`src/rtl/router_out_drain_if.sv`:
```
// Port bundle between one router output FIFO/synchronizer port and its drain.
// The drain issues reads and publishes parsed packet events on this bundle.
interface router_out_drain_if;
  logic       vld_out;
  logic [7:0] data_out;
  logic       soft_reset;
  logic       hold;
  logic       read_enb;
  logic       pkt_start;
  logic [1:0] pkt_addr;
  logic [5:0] pkt_len;
  logic       addr_err;
  logic       len_err;
  logic       byte_valid;
  logic [7:0] byte_data;
  logic       pkt_done;
  logic       parity_err;
  logic       abort;
  logic       stall_warn;

  modport master (
    input  vld_out, data_out, soft_reset, hold,
    output read_enb, pkt_start, pkt_addr, pkt_len, addr_err, len_err,
           byte_valid, byte_data, pkt_done, parity_err, abort, stall_warn
  );

  modport slave (
    output vld_out, data_out, soft_reset, hold,
    input  read_enb, pkt_start, pkt_addr, pkt_len, addr_err, len_err,
           byte_valid, byte_data, pkt_done, parity_err, abort, stall_warn
  );
endinterface

```
`src/rtl/router_out_drain.sv`:
```
// Drains one router output FIFO under sink backpressure, parses header/payload/parity
// and warns before the synchronizer's read timeout flushes the port.
module router_out_drain #(
  parameter logic [1:0]  PORT_ID     = 2'd0,
  parameter int unsigned STALL_LIMIT = 29
) (
  input logic                clock,
  input logic                reset,
  router_out_drain_if.master bus
);

  typedef enum logic [1:0] {IDLE, HDR, BODY} state_t;

  localparam logic [4:0] STALL_MAX  = 5'h1f;
  localparam logic [4:0] WARN_LEVEL = 5'(STALL_LIMIT);

  state_t     state;
  logic [6:0] to_issue;
  logic [6:0] to_capture;
  logic       rd_pend;
  logic [7:0] parity_acc;
  logic [4:0] stall_cnt;
  logic [4:0] stall_next;
  logic       read_enb;
  logic       stalling;

  always_comb begin
    read_enb = 1'b0;
    case (state)
      IDLE:    read_enb = bus.vld_out & ~bus.hold & ~bus.soft_reset;
      BODY:    read_enb = bus.vld_out & ~bus.hold & (to_issue != 7'd0) & ~bus.soft_reset;
      default: read_enb = 1'b0;
    endcase
    if (reset) read_enb = 1'b0;
  end

  assign bus.read_enb = read_enb;

  // A stall is data waiting that we would read if the sink allowed it.
  assign stalling = bus.vld_out & bus.hold &
                    ((state == IDLE) | ((state == BODY) & (to_issue != 7'd0)));

  always_comb begin
    stall_next = stall_cnt;
    if (read_enb || !bus.vld_out || bus.soft_reset)
      stall_next = 5'd0;
    else if (stalling && (stall_cnt != STALL_MAX))
      stall_next = stall_cnt + 5'd1;
  end

  always_ff @(posedge clock) begin
    if (reset) begin
      state          <= IDLE;
      to_issue       <= 7'd0;
      to_capture     <= 7'd0;
      rd_pend        <= 1'b0;
      parity_acc     <= 8'd0;
      stall_cnt      <= 5'd0;
      bus.pkt_start  <= 1'b0;
      bus.pkt_addr   <= 2'd0;
      bus.pkt_len    <= 6'd0;
      bus.addr_err   <= 1'b0;
      bus.len_err    <= 1'b0;
      bus.byte_valid <= 1'b0;
      bus.byte_data  <= 8'd0;
      bus.pkt_done   <= 1'b0;
      bus.parity_err <= 1'b0;
      bus.abort      <= 1'b0;
      bus.stall_warn <= 1'b0;
    end else begin
      bus.pkt_start  <= 1'b0;
      bus.byte_valid <= 1'b0;
      bus.pkt_done   <= 1'b0;
      bus.abort      <= 1'b0;
      stall_cnt      <= stall_next;
      bus.stall_warn <= (stall_next >= WARN_LEVEL);
      rd_pend        <= (state == BODY) & read_enb;

      case (state)
        IDLE: begin
          if (read_enb) state <= HDR;
        end
        HDR: begin
          if (bus.soft_reset) begin
            bus.abort <= 1'b1;
            rd_pend   <= 1'b0;
            state     <= IDLE;
          end else begin
            bus.pkt_addr  <= bus.data_out[1:0];
            bus.pkt_len   <= bus.data_out[7:2];
            bus.addr_err  <= (bus.data_out[1:0] != PORT_ID);
            bus.len_err   <= (bus.data_out[7:2] == 6'd0);
            bus.pkt_start <= 1'b1;
            parity_acc    <= bus.data_out;
            to_issue      <= {1'b0, bus.data_out[7:2]} + 7'd1;
            to_capture    <= {1'b0, bus.data_out[7:2]} + 7'd1;
            state         <= BODY;
          end
        end
        BODY: begin
          // Abort takes priority over any capture landing in the same cycle.
          if (bus.soft_reset) begin
            bus.abort <= 1'b1;
            rd_pend   <= 1'b0;
            state     <= IDLE;
          end else begin
            if (read_enb) to_issue <= to_issue - 7'd1;
            if (rd_pend) begin
              to_capture <= to_capture - 7'd1;
              if (to_capture > 7'd1) begin
                bus.byte_valid <= 1'b1;
                bus.byte_data  <= bus.data_out;
                parity_acc     <= parity_acc ^ bus.data_out;
              end else begin
                bus.pkt_done   <= 1'b1;
                bus.parity_err <= (parity_acc != bus.data_out);
                state          <= IDLE;
              end
            end
          end
        end
        default: state <= IDLE;
      endcase
    end
  end

endmodule

```
`src/flat_wrapper.sv`:
```
// flat-port wrapper written by rule: the top's interface ports become plain ports
module router_out_drain_flat 
#(
  parameter logic [1:0]  PORT_ID     = 2'd0,
  parameter int unsigned STALL_LIMIT = 29
)
  (clock, reset, bus_vld_out, bus_data_out, bus_soft_reset, bus_hold, bus_read_enb, bus_pkt_start, bus_pkt_addr, bus_pkt_len, bus_addr_err, bus_len_err, bus_byte_valid, bus_byte_data, bus_pkt_done, bus_parity_err, bus_abort, bus_stall_warn);
  router_out_drain_if bus_i ();
  input logic clock;
  input logic reset;
  input wire logic [$bits(bus_i.vld_out)-1:0] bus_vld_out;
  input wire logic [$bits(bus_i.data_out)-1:0] bus_data_out;
  input wire logic [$bits(bus_i.soft_reset)-1:0] bus_soft_reset;
  input wire logic [$bits(bus_i.hold)-1:0] bus_hold;
  output wire logic [$bits(bus_i.read_enb)-1:0] bus_read_enb;
  output wire logic [$bits(bus_i.pkt_start)-1:0] bus_pkt_start;
  output wire logic [$bits(bus_i.pkt_addr)-1:0] bus_pkt_addr;
  output wire logic [$bits(bus_i.pkt_len)-1:0] bus_pkt_len;
  output wire logic [$bits(bus_i.addr_err)-1:0] bus_addr_err;
  output wire logic [$bits(bus_i.len_err)-1:0] bus_len_err;
  output wire logic [$bits(bus_i.byte_valid)-1:0] bus_byte_valid;
  output wire logic [$bits(bus_i.byte_data)-1:0] bus_byte_data;
  output wire logic [$bits(bus_i.pkt_done)-1:0] bus_pkt_done;
  output wire logic [$bits(bus_i.parity_err)-1:0] bus_parity_err;
  output wire logic [$bits(bus_i.abort)-1:0] bus_abort;
  output wire logic [$bits(bus_i.stall_warn)-1:0] bus_stall_warn;
  assign bus_i.vld_out = bus_vld_out;
  assign bus_i.data_out = bus_data_out;
  assign bus_i.soft_reset = bus_soft_reset;
  assign bus_i.hold = bus_hold;
  assign bus_read_enb = bus_i.read_enb;
  assign bus_pkt_start = bus_i.pkt_start;
  assign bus_pkt_addr = bus_i.pkt_addr;
  assign bus_pkt_len = bus_i.pkt_len;
  assign bus_addr_err = bus_i.addr_err;
  assign bus_len_err = bus_i.len_err;
  assign bus_byte_valid = bus_i.byte_valid;
  assign bus_byte_data = bus_i.byte_data;
  assign bus_pkt_done = bus_i.pkt_done;
  assign bus_parity_err = bus_i.parity_err;
  assign bus_abort = bus_i.abort;
  assign bus_stall_warn = bus_i.stall_warn;
  router_out_drain #(.PORT_ID(PORT_ID), .STALL_LIMIT(STALL_LIMIT)) u_core (.clock(clock), .reset(reset), .bus(bus_i));
endmodule
```
`config.mk`:
```
export PLATFORM = sky130hd
export DESIGN_NAME = router_out_drain_flat
export DESIGN_NICKNAME = d
export VERILOG_FILES = /design/src/rtl/router_out_drain_if.sv /design/src/rtl/router_out_drain.sv /design/src/flat_wrapper.sv
export SDC_FILE = /design/constraint.sdc
export NUM_CORES = 1
export LEC_CHECK = 0
export ABC_AREA = 1
export BUFFER_PORTS_ARGS = -buffer_cell sky130_fd_sc_hd__clkbuf_2
export CORE_AREA = 2 2 83 85
export DETAILED_ROUTE_END_ITERATION = 8
export DIE_AREA = 0 0 85 87
export PLACE_DENSITY_LB_ADDON = 0.15
export SYNTH_ARGS = -nofsm -noshare
export SYNTH_HDL_FRONTEND = slang
export SYNTH_SLANG_ARGS = --single-unit
```
`constraint.sdc`:
```
create_clock -name clock -period 1.62 [get_ports clock]
set_input_delay 0.081 -clock clock [delete_from_list [all_inputs] [get_ports clock]]
set_output_delay 0.081 -clock clock [all_outputs]
set_load 0.1 [all_outputs]
```
== After elaboration in Yosys (flattened, before gate mapping) ==
Cells that the tools add are included.

* Logic and storage cells: 100
* Input port bits: 13
* Flip-flop bits (word level): 54
* Output and inout port bits: 25

* Magnitude comparators: 2
* Equality and inequality tests: 12
* Mux-type cells: 28
* Reductions and logical operators: 20
* Add/subtract/negate cells: 4
* Bitwise operators: 17

{| class="wikitable"
|+ Operators by type and width
! cell !! number
|-
| two-way mux 7 bit || 5
|-
| two-way mux 8 bit || 4
|-
| one-hot mux 7 bit (2 select lines) || 2
|-
| one-hot mux 8 bit (2 select lines) || 1
|-
| AND reduction 4 bit || 4
|-
| subtractor 7 x 1 -> 7 bit, second input constant || 2
|-
| two-way mux 2 bit || 5
|-
| two-way mux 5 bit || 2
|-
| bitwise AND 1 bit || 8
|-
| != test 8 bit || 1
|-
| XOR 8 bit || 1
|-
| adder 6 x 1 -> 7 bit, second input constant || 1
|-
| > comparator 7 x 1 -> 1 bit, second input constant || 1
|-
| two-way mux 1 bit || 7
|-
| NOT 1 bit || 7
|-
| nonzero test 7 bit || 1
|-
| logical NOT 6 bit || 1
|-
| != test 2 x 1 -> 1 bit, second input constant || 3
|-
| != test 2 bit, second input constant || 3
|-
| one-hot mux 2 bit (3 select lines) || 1
|-
| OR reduction 2 bit || 3
|-
| adder 5 x 1 -> 5 bit, second input constant || 1
|-
| >= comparator 5 bit, second input constant || 1
|-
| != test 5 bit, second input constant || 1
|-
| other kinds (15) || 17
|}

== Logic depth before layout (Yosys ltp) ==
* Depth in word-level cells: 10
* Mapped depth: 13
* Gate-level depth less buffers: 13

== Least setup slack after synthesis ==
OpenSTA, ideal clock, no wires.

* Kind: reg2reg
* Start: register u_core.state[0]
* End: register u_core.bus.stall_warn
* Data required time: 1.507 ns
* Cell stages (with the launch flop): 12
* Period minus slack after synthesis: 1.694 ns
* Setup time: 0.113 ns
* Slack: -0.074 ns
* Buffers on the path: 1
* Data arrival time: 1.581 ns
* Cells stage by stage: dfxtp_1 inv_1 ha_1 buf_4 nand4_4 nand2_2 inv_2 nor2_1 nand2_1 nor2_2 nand2_1 nor2_1

* Elaborated cells between the ends (all ways): 13
* Those cells by class: 1 x order compare; 1 x eq/ne; 4 x mux; 3 x bitwise; 4 x reduce/logical

{| class="wikitable"
|+ RTL lines
! what !! RTL line !! RTL
|-
| start: declaration || router_out_drain.sv:17 || <nowiki>state_t state;</nowiki>
|-
| start signal: assignment || router_out_drain.sv:53 || <nowiki>state <= IDLE;</nowiki>
|-
| start signal: assignment || router_out_drain.sv:81 || <nowiki>if (read_enb) state <= HDR;</nowiki>
|-
| start signal: assignment || router_out_drain.sv:87 || <nowiki>state <= IDLE;</nowiki>
|-
| equality test 2 bit or logical NOT 2 bit (tied branches) || router_out_drain.sv:29 || <nowiki>case (state)</nowiki>
|-
| one-hot mux 1 bit (2 select lines) (*) || router_out_drain.sv:29 ||
|-
| two-way mux 1 bit (*) || router_out_drain.sv:34 || <nowiki>if (reset) read_enb = 1'b0;</nowiki>
|-
| via bus_read_enb || flat_wrapper.sv:15 || <nowiki>output wire logic [$bits(bus_i.read_enb)-1:0] bus_read_enb;</nowiki>
|-
| logical OR 1 bit (*) (2 in series) || router_out_drain.sv:45 || <nowiki>if (read_enb || !bus.vld_out || bus.soft_reset)</nowiki>
|-
| two-way mux 5 bit (*) || router_out_drain.sv:45 ||
|-
| >= comparator 5 bit (*) || router_out_drain.sv:76 || <nowiki>bus.stall_warn <= (stall_next >= WARN_LEVEL);</nowiki>
|-
| end signal: assignment || router_out_drain.sv:76 ||
|-
| end: declaration || router_out_drain_if.sv:24 || <nowiki>byte_valid, byte_data, pkt_done, parity_err, abort, stall_warn</nowiki>
|}

The timed path passes the listed nets; every way through them passes the cells marked *.
A chain may end at the register's enable or synchronous reset.

== Final worst setup path ==
* Start: register u_core.state[0]
* End: register u_core.parity_acc[6]

* Cells in the longest elaborated chain, start to end: 3
* Elaborated cells between the ends (all ways): 9
* Those cells by class: 6 x eq/ne; 1 x mux; 2 x reduce/logical

{| class="wikitable"
|+ RTL lines
! what !! RTL line !! RTL
|-
| equality test 2 bit or equality test 2 x 1 -> 1 bit (tied branches) || router_out_drain.sv:79 || <nowiki>case (state)</nowiki>
|-
| != test 2 x 1 -> 1 bit (no line), or another cell as far along || n/a ||
|-
| AND reduction 5 bit (no line) || n/a ||
|-
| end signal: assignment || router_out_drain.sv:94 || <nowiki>parity_acc <= bus.data_out;</nowiki>
|-
| end signal: assignment || router_out_drain.sv:113 || <nowiki>parity_acc <= parity_acc ^ bus.data_out;</nowiki>
|-
| end: declaration || router_out_drain.sv:21 || <nowiki>logic [7:0] parity_acc;</nowiki>
|}

Parallel ways exist; a longest one is shown, timed or not.

==> results_dict.tcl <==
set metrics [dict create \
    first_global_vias 2392 \
    rr_startpoint "u_core.state[0]$_SDFFE_PP0P_" \
    syn_area_um2 2870 \
    intPower_mw 3.17 \
    ys_seq_area_share_pct 37.7 \
    period_share_pct 98.1 \
    status "completed" \
    grt_max_degree 28 \
    cts-root-buf "clkbuf_8" \
    ys_ff_latch 54 \
    design_area_um2 3590 \
    cts_buffer_depth 2 \
    grt.total_usage_pct 18.5 \
    antenna_found_initial 0 \
    maxCapViolCount 0 \
    startpoint_type "flop" \
    io_buffer_count 37 \
    cp_data_required_time_ns 1.86 \
    r2r_slack_ns 0.03 \
    h-tree-depth 2 \
    p_comb_share_pct 57.1 \
    post-dp-hpwl_mm 4.87 \
    clkLatencyLatePin_ns 0.31 \
    drive_gt1_share_pct 29.7 \
    ant_nets 0 \
    row_count 30 \
    drt_iter0_drc 99 \
    die_x_um 85 \
    area_growth_pct 25.2 \
    r2r_end "u_core.parity_acc[6]$_SDFFE_PP0P_" \
    p_switching_mw 2.82 \
    netSwitchingFraction_pct 47.0 \
    wirelength_mm 6.93 \
    final_nets 479 \
    max_slew_margin_pct 63.2 \
    ys.flop_type "dfxtp_1" \
    hold_class "in -> reg" \
    syn_inst 397 \
    critPathCaptureType "flop" \
    die_h_um 87 \
    start_util_pct 43.7 \
    final-hold-violation-count 0 \
    max_clock_freq_mhz 629 \
    vias 2691 \
    dieArea_um2 7400 \
    setup_viol 0 \
    first_pass_iters 4 \
    syn_area_per_cell_um2 7.23 \
    worst_slack_ns 0.0307 \
    path_clk_slew_ns 0.10 \
    power.leakage_nw 1.56 \
    min_from "bus_data_out[0]" \
    async_flop_share_pct 0 \
    synth_edf_count 0 \
    core_area_um2 6570 \
    post_dp_cell_area_um2 3240 \
    ff2ff_path_depth 9 \
    ys_warn_count 0 \
    antenna_cells 0 \
    drc 0 \
    cts_made_buffers 5 \
    pwr-share-clk_pct 12.9 \
    hold_depth 3 \
    dpl_worst_slack_ns -0.0902 \
    period_needed_ns 1.59 \
    crit_start "u_core.state[0]$_SDFFE_PP0P_" \
    path_class "reg -> reg" \
    syn-num-nets 421 \
    fin_skew_ns 0.00847 \
    grt_pass1_wl_mm 11.0 \
    cts.sinks 54 \
    cp_data_arrival_time_ns 1.83 \
    sequentialPowerShare_pct 30.0 \
    place.gp.congestion 0.840 \
    critPathMaxFanout 8 \
    power_density_nw_per_um2 1670 \
    rsz0062_at_grt "true" \
    viasPerCell 5.03 \
    synthDistinctLibCells 36 \
    wl_per_cell_um 13.0 \
    drv_slew 0 \
    io_pins 38 \
    hold_buffers 0 \
    worstMarginPinSlew_ns 0.554 \
    overflow 0 \
    hold_end "u_core.bus.pkt_addr[0]$_SDFFE_PP0P_" \
    cts_tree "built" \
    irDropWorstVdd_uv 768 \
]
==> logic make-up after synthesis <==
kind of cell,share of synthesized area [%]
buffers and inverters,8.94
adders and majority gates,4.80
and+or+nand+nor,27.4
AOI/OAI and AO/OA,17.2
xor gates and xnor gates,3.97
DFF,37.7
==> critical path: stages, from the launching register on <==
cell	delay (ns)
dfxtp_2	0.37
inv_4	0.06
ha_4	0.18
inv_6	0.08
nor2_2	0.05
nor3_4	0.31
o21ai_4	0.15
inv_4	0.13
nand2_2	0.06
a21oi_2	0.14
==> how the worst max path moves through the flow <==
stage                                         to
6_report       u_core.parity_acc[6]$_SDFFE_PP0P_
5_1_grt           u_core.stall_cnt[0]$_SDFF_PP0_
4_1_cts         u_core.bus.stall_warn$_SDFF_PP0_
3_5_place_dp   u_core.parity_acc[6]$_SDFFE_PP0P_
3_3_place_gp   u_core.parity_acc[3]$_SDFFE_PP0P_
2_1_floorplan   u_core.bus.stall_warn$_SDFF_PP0_
==> what timing repair did <==
action / in CTS / in global routing
pin swaps: 2 / 12
cloned: 1 / 1
setup buffers: 2 / 4
resized for setup: 9 / 48
endpoints found under the setup margin: 33 / 35
==> per-stage QoR <==
step,setup TNS (ns),utilization [%],total power [mW],cells,hold WS [ns]
2_1_floorplan,0,-,4.06,397,0.226
3_3_place_gp,-0.411,49.4,4.67,520,0.409
3_5_place_dp,-0.861,49.4,4.69,520,0.424
4_1_cts,0,51.4,5.60,530,0.0907
5_1_grt,-0.510,54.7,6.46,535,0.115
6_report,0,54.7,5.99,535,0.108
==> final cells by class <==
| type | instances | area (µm²) |
|---|---|---|
| Fill cell | 630 | 2980 |
| Multi-Input combinational cell | 286 | 1690 |
| Sequential cell | 54 | 1090 |
| Timing Repair Buffer | 62 | 433 |
| Inverter | 46 | 194 |
| Tap cell | 80 | 100 |
| Clock buffer | 5 | 68.8 |
| Clock inverter | 2 | 17.5 |
==> cells in the final DEF, fill, tap and decap left out, types with 2 or more instances in the layout <==
cell,instances
nor3_1,3
a21oi_1,36
nor2_2,5
nand2_1,68
nand4_1,4
inv_6,3
o21bai_1,2
dfxtp_2,5
inv_4,6
ha_1,5
a21oi_2,6
xor2_1,7
nand3_1,18
nor2_4,4
a31oi_1,3
o21ai_0,36
dfxtp_1,49
o21ai_1,5
clkbuf_2,36
xnor2_1,6
nand2_2,13
nand2_4,3
inv_2,5
buf_4,17
ha_4,5
buf_12,3
buf_6,4
clkbuf_8,5
nor3_4,2
nand3_2,4
o21ai_4,2
inv_1,33
nor2_1,43
==> state kept, by name (all words and copies together) (netlist names) <==
register               flops
u_core.bus.byte_valid      1
u_core.stall_cnt           5
u_core.bus.pkt_addr        2
u_core.rd_pend             1
u_core.parity_acc          8
u_core.to_capture          7
u_core.bus.pkt_len         6
u_core.bus.len_err         1
u_core.bus.pkt_start       1
u_core.bus.byte_data       8
u_core.bus.abort           1
u_core.state               2
u_core.bus.addr_err        1
u_core.to_issue            7
u_core.bus.stall_warn      1
u_core.bus.pkt_done        1
u_core.bus.parity_err      1
==> power by group through the flow <==
stage          logic (mW)  clock network, mW  registers [mW]
2_1_floorplan        1.96                  0            2.10
3_3_place_gp         2.89                  0            1.78
3_5_place_dp         2.90                  0            1.79
4_1_cts              3.02              0.801            1.77
5_1_grt              3.78              0.849            1.83
6_report             3.42              0.774            1.80
==> cells in the mapped netlist (2+ instances only) <==
| cell type | count | area share (%) |
|---|---|---|
| buf_6 | 4 | 1.6 |
| a21oi_2 | 2 | 0.61 |
| nor2_4 | 4 | 1.6 |
| o21bai_1 | 2 | 0.52 |
| clkinv_2 | 2 | 0.35 |
| xor2_1 | 7 | 2.1 |
| nand2_1 | 77 | 10 |
| clkbuf_1 | 5 | 0.65 |
| a31oi_1 | 3 | 0.65 |
| nor2_1 | 47 | 6.1 |
| nand2_4 | 2 | 0.78 |
| inv_2 | 5 | 0.65 |
| nor3_1 | 3 | 0.52 |
| nand3_1 | 20 | 3.5 |
| inv_1 | 39 | 5.1 |
| ha_1 | 11 | 4.8 |
| a21oi_1 | 41 | 7.2 |
| o21ai_0 | 36 | 6.3 |
| nand3_2 | 2 | 0.70 |
| nand2_2 | 4 | 0.87 |
| xnor2_1 | 6 | 1.8 |
| nand4_1 | 4 | 0.87 |
| o21ai_1 | 5 | 0.87 |
| dfxtp_1 | 54 | 38 |
==> per-layer routing <==
metal / routed length, µm / GRT usage [%] / vias up
met5: 0 / 0 / -
met4: 104 / 6.49 / 0
met3: 257 / 2.84 / 11
met2: 3190 / 31.3 / 54
met1: 3380 / 24.1 / 1221
li1: - / - / 1405
Power figures use the tool's default switching activity.
